## src/rtl/otp_gen_ctrl.sv

```systemverilog
// OTP generation controller: free-running 16-bit LFSR, rejection-sampled BCD digits,
// one-cycle delivery strobe and a lockout window armed by the reset_sys rising edge.
module otp_gen_ctrl #(
   parameter logic [15:0] LFSR_SEED      = 16'hACE1,
   parameter int unsigned LOCKOUT_CYCLES = 250_000_000
) (
   input  logic        clk,
   input  logic        reset,
   input  logic        gen_req,
   input  logic        reset_sys,
   output logic [15:0] lfsr_digit,
   output logic        lfsr_latch,
   output logic        busy,
   output logic        locked,
   output logic [7:0]  otp_count
);

   localparam int unsigned   CW          = $clog2(LOCKOUT_CYCLES + 1);
   localparam logic [CW-1:0] LOCK_RELOAD = CW'(LOCKOUT_CYCLES - 1);

   typedef enum logic [2:0] {
      S_IDLE,
      S_COLLECT,
      S_PRESENT,
      S_DONE,
      S_LOCKOUT
   } state_e;

   state_e        state_q;
   logic [15:0]   lfsr_q, lfsr_d;
   logic [15:0]   word_q;
   logic [2:0]    idx_q;
   logic          rs_q, rse_q, rse_d;
   logic [CW-1:0] lock_cnt_q;
   logic [15:0]   digit_q;
   logic          latch_q, busy_q, locked_q;
   logic [7:0]    count_q;
   logic [3:0]    nib;

   always_comb begin
      lfsr_d = {lfsr_q[14:0], lfsr_q[15] ^ lfsr_q[13] ^ lfsr_q[12] ^ lfsr_q[10]};
      if (lfsr_q == '0) lfsr_d = LFSR_SEED;
      nib   = lfsr_q[3:0];
      rse_d = reset_sys & ~rs_q;
   end

   always_ff @(posedge clk or negedge reset) begin
      if (!reset) begin
         state_q    <= S_IDLE;
         lfsr_q     <= LFSR_SEED;
         word_q     <= '0;
         idx_q      <= '0;
         rs_q       <= 1'b0;
         rse_q      <= 1'b0;
         lock_cnt_q <= '0;
         digit_q    <= '0;
         latch_q    <= 1'b0;
         busy_q     <= 1'b0;
         locked_q   <= 1'b0;
         count_q    <= '0;
      end else begin
         lfsr_q  <= lfsr_d;
         rs_q    <= reset_sys;
         rse_q   <= rse_d;
         latch_q <= 1'b0;

         // The PRESENT strobe is committed even when a lockout edge lands in the same cycle.
         if (state_q == S_PRESENT) begin
            latch_q <= 1'b1;
            digit_q <= word_q;
            if (count_q != 8'hFF) count_q <= count_q + 8'd1;
         end

         if (rse_q) begin
            state_q    <= S_LOCKOUT;
            lock_cnt_q <= LOCK_RELOAD;
            locked_q   <= 1'b1;
            busy_q     <= 1'b0;
         end else begin
            case (state_q)
               S_IDLE: begin
                  if (gen_req) begin
                     state_q <= S_COLLECT;
                     idx_q   <= '0;
                     busy_q  <= 1'b1;
                  end
               end
               S_COLLECT: begin
                  if (nib <= 4'd9) begin
                     case (idx_q[1:0])
                        2'd0:    word_q[15:12] <= nib;
                        2'd1:    word_q[11:8]  <= nib;
                        2'd2:    word_q[7:4]   <= nib;
                        default: word_q[3:0]   <= nib;
                     endcase
                     idx_q <= idx_q + 3'd1;
                     if (idx_q == 3'd3) state_q <= S_PRESENT;
                  end
               end
               S_PRESENT: begin
                  state_q <= S_DONE;
                  busy_q  <= 1'b0;
               end
               S_DONE: begin
                  if (!gen_req) state_q <= S_IDLE;
               end
               S_LOCKOUT: begin
                  if (lock_cnt_q == '0) begin
                     state_q  <= S_IDLE;
                     locked_q <= 1'b0;
                  end else begin
                     lock_cnt_q <= lock_cnt_q - CW'(1);
                  end
               end
               default: state_q <= S_IDLE;
            endcase
         end
      end
   end

   assign lfsr_digit = digit_q;
   assign lfsr_latch = latch_q;
   assign busy       = busy_q;
   assign locked     = locked_q;
   assign otp_count  = count_q;

endmodule

```

## config.mk

```make
export PLATFORM = sky130hd
export DESIGN_NAME = otp_gen_ctrl
export DESIGN_NICKNAME = d
export VERILOG_FILES = /design/src/rtl/otp_gen_ctrl.sv
export SDC_FILE = /design/constraint.sdc
export NUM_CORES = 1
export LEC_CHECK = 0
export ABC_AREA = 1
export CAP_MARGIN = 30
export CORE_AREA = 8 8 118 120
export DETAILED_ROUTE_END_ITERATION = 16
export DIE_AREA = 0 0 126 128
export GPL_TIMING_DRIVEN = 1
export HOLD_SLACK_MARGIN = 0.02
export PLACE_DENSITY_LB_ADDON = 0.15
export RECOVER_POWER = 25
export SETUP_SLACK_MARGIN = 0.02
export SLEW_MARGIN = 20
export SYNTH_ARGS = -nofsm -noshare
export SYNTH_HDL_FRONTEND = slang
export SYNTH_SLANG_ARGS = --single-unit
```

## constraint.sdc

```tcl
create_clock -name clk -period 1.79 [get_ports clk]
set_input_delay 0.358 -clock clk [delete_from_list [all_inputs] [get_ports clk]]
set_output_delay 0.358 -clock clk [all_outputs]
set_load 0.005 [all_outputs]
```

### Word-level counts from Yosys, hierarchy flattened

Cells that the tools add are included.

* register bits: 95
* latch bits: 0
* bits in writable memories: 0
* ROM bits: 0
* input bits: 4
* output and inout port bits: 27
* logic and storage cells: 82
* memories kept: 0

* add/subtract/negate cells: 3
* $mul: 0
* divide/modulo/power cells: 0
* magnitude comparators: 1
* equal/unequal tests: 16
* shift-type cells: 0
* muxes and demuxes: 21
* bitwise logic cells: 7
* reductions and logical operators: 19

Operators with widths (number)
* $mux W28: 3
* $logic_not A28 Y1: 1
* $sub A28 B1 Y28 const B: 1
* $mux W3: 8
* $reduce_and A4 Y1: 5
* $logic_not A16 Y1: 1
* $mux W16: 1
* $ne A3 B3 Y1 const B: 5
* $pmux W3 S5: 1
* $eq A3 B2 Y1 const B: 3
* $add A8 B1 Y8 const B: 1
* $ne A8 B8 Y1 const B: 1
* $reduce_and A2 Y1: 4
* $mux W1: 6
* $ne A2 B2 Y1 const B: 3
* $pmux W3 S2: 1
* $reduce_bool A2 Y1: 3
* $reduce_and A5 Y1: 1
* $le A4 B4 Y1 const B: 1
* $add A3 B1 Y3 const B: 1
* $eq A3 B1 Y1 const B: 1
* $eq A3 B3 Y1 const B: 1
* $logic_not A3 Y1: 1
* $not A1 Y1: 3
* other kinds (8): 10

### Longest topological paths before layout

Gate-level depths: netlist of run 1.

* depth in word-level cells: 5
* mapped depth: 10
* mapped depth without buffers: 10

### Least setup slack after synthesis of run 1

Ideal clock, no wire load.

* path type: reg2reg
* start: register lock_cnt_q[0]
* end: register lock_cnt_q[0]
* setup time: 0.116 ns
* arrival: 1.485 ns
* data required time: 1.674 ns
* slack: 0.189 ns
* cell stages (with the launch flop): 11
* path buffers: 1
* clock period less this slack: 1.601 ns
* cells stage by stage: dfrtp_1 -> inv_1 -> ha_1 -> nand2_1 -> nor2_1 -> nand2_2 -> o21ai_4 -> nand2_4 -> buf_6 -> nor2_4 -> nor2_1

* cells in the longest elaborated chain, start to end: 4
* elaborated cells on any way between the ends: 7
* classes of those cells: add/sub (1); eq/ne (1); mux (3); reduce/logical (2)

RTL lines
* from (decl): RTL line 34 `logic [CW-1:0] lock_cnt_q;`
* from (signal assigned): RTL line 112 `lock_cnt_q <= lock_cnt_q - CW'(1);`
* $sub A28 B1 Y28: RTL line 112
* $mux W28: RTL line 108 `if (lock_cnt_q == '0) begin`
* $mux W28: RTL line 80 `case (state_q)`
* $mux W28: RTL line 74 `if (rse_q) begin`

Parallel ways exist; a longest one is shown, timed or not. The select of a mux whose other input is x is not followed.
A chain may end at the register's enable or synchronous reset.

### Worst setup path in the final report of run 1

* start: register lock_cnt_q[19]
* end: register lock_cnt_q[24]

Same word-level chain as after synthesis.

==> results of run 1 <==
-- critical path: cells and delay by family, from the launching register on --
kind                   cells  cell delay [ns]
AND/OR/NAND/NOR            7             0.60
flip-flops                 1             0.44
buffers and inverters      2             0.29
AO/OA/AOI/OAI              1             0.23
-- cell families after synthesis --
group	after synthesis	synth area share
AO/OA/AOI/OAI	42	0.0529
XOR/XNOR	17	0.0316
adder cells (fa/ha/maj)	8	0.0213
flip-flops	95	0.507
buffers and inverters	70	0.0622
AND/OR/NAND/NOR	337	0.324
-- final cells by class --
type                    instances  area, um2  area share
flip-flops and latches         95       2390       0.422
multi-input cells             406       2100       0.370
clock inverters                 5       63.8      0.0112
inverters                      50        188      0.0331
repair buffers                 52        502      0.0884
well taps                     150        188      0.0331
clock buffers                  11        243      0.0428
-- worst max path at each step --
stage,startpoint,end,slack [ns],cells past startpoint
6_report,lock_cnt_q[19],lock_cnt_q[24],0.1,10
4_1_cts,lock_cnt_q[0],lock_cnt_q[17],0.02,9
3_3_place_gp,lock_cnt_q[0],lock_cnt_q[24],0.003,8
3_5_place_dp,lock_cnt_q[0],lock_cnt_q[17],-0.04,9
2_1_floorplan,lock_cnt_q[0],lock_cnt_q[0],0.19,10
5_1_grt,lock_cnt_q[0],lock_cnt_q[10],0.009,10
-- layer usage --
layer  global-route usage  routed length [um]
met1                0.173                5140
met2                0.216                5000
met3               0.0266                 394
met4               0.0481                  99
met5                    0                   0
-- through the flow --
stage	instance area, um2	setup slack [ns]	power, uW	util	TNS (ns)
CTS	5550	0.0172	7730	0.454	0
global placement	5210	0.00315	5600	0.427	0
floorplan	4700	0.189	4820	-	0
detailed placement	5210	-0.0362	5660	0.427	-0.376
finish	5680	0.0978	7980	0.465	0
global route	5680	0.00918	8520	0.465	0
-- timing repair --
| action | 4_1_cts | 5_1_grt |
|---|---|---|
| pin swaps | 1 | 8 |
| cloned | 0 | 3 |
| hold endpoints to repair | 20 | 0 |
| buffers inserted | 1 | 4 |
| resized for setup | 3 | 24 |
| setup endpoints to repair | 17 | 30 |
| hold buffers | 1 | 0 |
-- Yosys cell counts (all sizes together) --
cell / instances
nor4: 3
a211oi: 1
xor2: 7
nand3: 58
o22ai: 2
nand4: 11
nand2: 191
dfstp: 8
or2: 1
buf: 4
inv: 50
o21ai: 34
nor3: 6
a21oi: 5
xnor2: 10
nand3b: 3
ha: 8
clkbuf: 16
nor2: 64
dfrtp: 87
-- state kept, by name (all words and copies together), names as in the netlist --
signal	cells
lfsr_q	16
lfsr_digit	16
rse_q	1
rs_q	1
state_q	3
otp_count	8
busy	1
lfsr_latch	1
locked	1
word_q	16
idx_q	3
lock_cnt_q	28
-- power groups by stage --
| stage | sequential, uW | clock [uW] | combinational, uW |
|---|---|---|---|
| 2_1_floorplan | 3020 | 0 | 1800 |
| 3_3_place_gp | 3090 | 0 | 2510 |
| 3_5_place_dp | 3110 | 0 | 2550 |
| 4_1_cts | 3070 | 2030 | 2620 |
| 5_1_grt | 3170 | 2110 | 3240 |
| 6_report | 3100 | 1970 | 2910 |
==> summary.md, run 1 <==
| Metric | Value |
|---|---|
| Flop pwr share | `0.388` |
| Final period util | `0.945` |
| Mean post-synth cell area | `between 8 and 9 um2` |
| Total number of vias | `about 3700` |
| Worst rel slew slack | `0.505` |
| Hold Path Depth | `0` |
| Cell count after placement | `~740` |
| DP Wirelength | `about 7500 um` |
| TritonCTS Sinks | `between 90 and 100` |
| Hold Path Class | `reg -> reg` |
| Number of top-level pins | `31` |
| Reg2reg setup slack | `a little under 0.1 ns` |
| Die X | `126 um` |
| Slew Limit Fails | `0` |
| Clk pwr share | `0.247` |
| Core Region | `between 10000 and 15000 um2` |
| VDD IR-drop max | `roughly 0.47 mV` |
| Grt ovf | `0` |
| Area Overhead vs Synth | `20.6%` |
| Crit path required time | `2.02 ns` |
| Share of cells above drive strength 1 | `0.173` |
| R2r startpoint | `lock_cnt_q[19]` |
| Least-Margin Pin Slew | `between 0.7 and 0.8 ns` |
| Arr. time, crit path | `approximately 1.9 ns` |
| H-tree Lvls | `3` |
| Max_cap viols | `0` |
| 1st-pass router iterations | `4` |
| Setup-failing EPs final | `0` |
| Outcome | `completed` |
| Chip Height | `between 100 and 150 um` |
| Antenna viol nets, final | `0` |
| Nets@finish | `around 630` |
| Initial core utilization | `0.385` |
| Max incr delay on CP | `~0.44 ns` |
| Clk_skew | `about 0.0080 ns` |
| Initial antenna violation count | `0` |
| PortBufs | `30` |
| Netlist cell types | `29` |
| Gpl congestion | `0.853` |
| Clock transition at path regs | `0.07 ns` |
| Worst hold endpoint | `lfsr_q[9]` |
| Fin. Hold Viols | `0` |
| GRT Util Overall | `0.133` |
| WL final | `roughly 11000 um` |
| Psw | `2980 uW` |
| Number of global-route vias before repair | `3700` |
| CTS buffer count | `9` |
| Sw Share | `0.373` |
| Hold WS | `about 0.38 ns` |
| Starting DRT DRC Count | `between 300 and 400` |
| CP max stage cell | `dfrtp_1` |
| RSZ-0062 raised after global routing | `true` |
| Layout Cells excl Fill | `just under 800` |
| Most frequent cells in the layout | `nand2_1 (175), dfrtp_1 (83), nand3_1 (56), nor2_1 (44), inv_1 (43)` |
| Crit. End Element | `flop` |
| TritonCTS clock tree | `yes` |
| Crit Path Class | `reg -> reg` |
| Worst path cell trace | `nor2_1, nand2_1, nor2_4, nand2_2, o21ai_4, buf_12, buf_4, nor2_1, nand2_1, nand2_1` |
| Cell accounting for the most synthesized area | `dfrtp_1` |
| Top post-synthesis cells by area | `dfrtp_1 (46%), nand2_1 (14%), nand3_1 (6.2%)` |
| Mapped Cells | `roughly 570` |
| Power Dens Cells | `between 1000 and 1500 nW/um2` |
| Yosys warning total | `0` |
| Commonest non-fill, non-tap cell in the layout | `nand2_1` |
| FF+latch count, synth | `95` |
| CTS max path bufs | `2` |
| Pint | `between 5000 and 6000 uW` |
| Die area | `around 16000 um2` |
| Leakage | `about 0.0027 uW` |
| Post-Syn Nets | `a little under 600` |
| Element type at the critical path start | `flop` |
| Routed len/inst | `13.8 um` |
| CTS root buf | `clkbuf_16` |
| Hold wc startpoint | `lfsr_q[8]` |
| Num rows | `41` |
| Reg2Reg Depth | `10` |
| First-pass GRT wire length | `about 18000 um` |
| Largest net degree at the start of global routing | `between 40 and 50` |
| Drt via density | `4.87` |
| Worst skew pair latency | `approximately 0.34 ns` |
| Period minus WS final | `between 1.5 and 2 ns` |
| CP dominant cell by count | `nand2_1` |
| Post-Syn Area | `4700 um2` |
| Post-synthesis sequential area ratio | `0.507` |
| # DRC | `0` |
| Fillers | `about 1200` |
| Fmax | `a little under 600 MHz` |
| Largest fanout on the critical path | `8` |
| Terminus of the critical flop-to-flop path | `lock_cnt_q[24]` |
| Share of the synthesized area in the top cell type | `0.463` |
| N_diodes | `0` |
| Comb power frac | `0.365` |
Power figures use the tool's default switching activity.
==> run 2, diff against run 1 <==
Settings changed: ABC_CLOCK_PERIOD_IN_PS from default to 1790.
==> results of run 2 <==
Final layout, timing and power as in run 1 (identical DEF).
==> run 3, diff against run 2 <==
Settings changed: PLACE_DENSITY from default to 0.56, PLACE_DENSITY_LB_ADDON 0.15 to default.
==> summary.md, run 3 (synthesis gave the netlist of run 1 again) <==
| Metric | Value |
|---|---|
| Outcome | `completed (unchanged)` |
| Commonest non-fill, non-tap cell in the layout | `nand2_1 (unchanged)` |
| Least-Margin Pin Slew | `1.01 ns (was 0.742 ns)` |
| 1st-pass router iterations | `4 (unchanged)` |
| DP Wirelength | `7580 um (was 7520 um)` |
| Setup TNS | `0 ns (unchanged)` |
| Worst path cell trace | `nor2_2, nand2_1, nor2_4, nand2_2, o21ai_4, buf_4, nand2_1, nand3_1, nand2_1 (was nor2_1, nand2_1, nor2_4, nand2_2, o21ai_4, buf_12, buf_4, nor2_1, nand2_1, nand2_1)` |
| Leakage | `0.00269 uW (was 0.00270 uW)` |
| Die area | `16100 um2 (unchanged)` |
| Max_cap viols | `0 (unchanged)` |
| Arr. time, crit path | `1.91 ns (was 1.93 ns)` |
| First-pass GRT wire length | `18200 um (was 17700 um)` |
| TritonCTS Sinks | `95 (unchanged)` |
| Number of flip-flops in the largest register | `28 (unchanged)` |
| Largest net degree at the start of global routing | `39 (was 41)` |
| Crit Path Class | `reg -> reg (unchanged)` |
| Drt via density | `4.85 (was 4.87)` |
| Routed len/inst | `13.5 um (was 13.8 um)` |
| Core Region | `12200 um2 (unchanged)` |
| Number of top-level pins | `31 (unchanged)` |
| Worst skew pair latency | `0.35 ns (was 0.34 ns)` |
| Setup-failing EPs final | `0 (unchanged)` |
| Worst path buffer plus inverter count | `1 (was 2)` |
| Initial antenna violation count | `0 (unchanged)` |
| Period minus WS final | `1.67 ns (was 1.69 ns)` |
| Element type at the critical path start | `flop (unchanged)` |
| Fillers | `1222 (was 1177)` |
| PortBufs | `30 (unchanged)` |
| Share of cells above drive strength 1 | `0.147 (was 0.173)` |
| Power Dens Cells | `1360 nW/um2 (was 1410 nW/um2)` |
| Max incr delay on CP | `0.42 ns (was 0.44 ns)` |
| Fin. Hold Viols | `0 (unchanged)` |
| Most frequent cells in the layout | `nand2_1 (177), dfrtp_1 (87), nand3_1 (58), nor2_1 (47), inv_1 (44) (was nand2_1 (175), dfrtp_1 (83), nand3_1 (56), nor2_1 (44), inv_1 (43))` |
| CTS max path bufs | `2 (unchanged)` |
| WL final | `10400 um (was 10600 um)` |
| Cell family with the largest share of critical-path delay | `simple AND/OR/NAND/NOR gates (unchanged)` |
| Fmax | `597 MHz (was 591 MHz)` |
| N_diodes | `0 (unchanged)` |
| RSZ-0062 raised after global routing | `true (unchanged)` |
| Largest fanout on the critical path | `4 (was 8)` |
| Hold Path Depth | `0 (unchanged)` |
| Slew Limit Fails | `0 (unchanged)` |
| Starting DRT DRC Count | `247 (was 325)` |
| GRT Util Overall | `0.139 (was 0.133)` |
| Fin area | `5610 um2 (was 5680 um2)` |
| Number of global-route vias before repair | `3816 (was 3700)` |
| Hold Path Class | `reg -> reg (unchanged)` |
| Crit. End Element | `flop (unchanged)` |
| Clock transition at path regs | `0.07 ns (about the same)` |
| Core Util, Final | `0.459 (was 0.465)` |
| Total number of vias | `3733 (was 3747)` |
| Area Overhead vs Synth | `19.2% (was 20.6%)` |
| CTS buffer count | `9 (unchanged)` |
| Num rows | `41 (unchanged)` |
| Die X | `126 um (unchanged)` |
| Crit path required time | `2.02 ns (about the same)` |
| CP max stage cell | `dfrtp_1 (unchanged)` |
| CTS root buf | `clkbuf_16 (unchanged)` |
| Top reg by flops | `lock_cnt_q (unchanged)` |
| Initial core utilization | `0.385 (unchanged)` |
| # DRC | `0 (unchanged)` |
| Nets@finish | `626 (unchanged)` |
| Grt ovf | `0 (unchanged)` |
| TritonCTS clock tree | `yes (unchanged)` |
| Chip Height | `128 um (unchanged)` |
| VDD IR-drop max | `0.660 mV (was 0.472 mV)` |
| Worst rel slew slack | `0.325 (was 0.505)` |
| Levels on crit path | `9 (was 10)` |
| Placed Instance Area | `5290 um2 (was 5210 um2)` |
| Final period util | `0.935 (was 0.945)` |
| Antenna viol nets, final | `0 (unchanged)` |
| Reg2Reg Depth | `9 (was 10)` |
| Clk_skew | `0.00731 ns (was 0.00803 ns)` |
| CP dominant cell by count | `nand2_1 (unchanged)` |
| H-tree Lvls | `3 (unchanged)` |
| Gpl congestion | `0.826 (was 0.853)` |
## run 3: changes by cell type in the layout (fill, tap and decap cells not counted), sizes merged
cell      before  now
bufinv         1    0
nand2        193  191
clkinvlp       0    3
inv           53   50
buf           19   23
clkbuf        14   13
## run 3: what timing repair did
| item | CTS | global route |
|---|---|---|
| hold endpoints to repair | 6 | 0 |
| resized for setup | 0 | 3 |
| hold buffers | 1 | 0 |
| endpoints found under the setup margin | 0 | 23 |
| buffers inserted | 0 | 3 |
## run 3: where the power goes
part / switching [uW] / total [uW] / internal [uW]
clock network: 824 / 1810 / 984
logic: 1580 / 2740 / 1160
registers: 439 / 3060 / 2620
## run 3: path summary, 6_finish.rpt
path                                      to            from  slack [ns]
worst max-delay path              state_q[0]  lock_cnt_q[11]        0.12
worst min-delay path               lfsr_q[9]       lfsr_q[8]        0.38
max in group asynchronous       otp_count[3]           reset        0.30
min in group asynchronous         word_q[13]           reset        0.73
worst max register to register    state_q[0]  lock_cnt_q[11]        0.12
worst min register to register     lfsr_q[9]       lfsr_q[8]        0.38
## run 3: worst reg2reg max path, stage by stage, from the launching register on
cell and delay (ns):
dfrtp_1 0.42, nor2_2 0.15, nand2_1 0.12, nor2_4 0.12
nand2_2 0.10, o21ai_4 0.27, buf_4 0.17, nand2_1 0.06
nand3_1 0.08, nand2_1 0.06
## run 3: final cells by class
| type | count | area (um2) | area share |
|---|---|---|---|
| clock buffers | 12 | 246 | 0.0440 |
| inverters | 50 | 188 | 0.0335 |
| clock inverters | 4 | 31.3 | 0.00558 |
| flip-flops and latches | 95 | 2390 | 0.426 |
| well taps | 150 | 188 | 0.0335 |
| repair buffers | 54 | 532 | 0.0948 |
| multi-input cells | 404 | 2040 | 0.363 |
## run 3: per-layer routing
layer  vias up  track usage  wire (um)
met5         -            0          0
met4         0       0.0686        247
met3        16       0.0258        297
met2        50        0.234       5030
met1      1767        0.169       4850
li1       1900            -          -
## run 3: through the flow
step	hold WS (ns)	power (uW)	instances	setup slack [ns]
2_1_floorplan	0.0624	4820	569	0.189
3_3_place_gp	0.371	5650	749	0.105
3_5_place_dp	0.369	5730	749	0.0443
4_1_cts	0.384	7570	766	0.0291
5_1_grt	0.404	8170	769	0.0137
6_report	0.381	7610	769	0.116
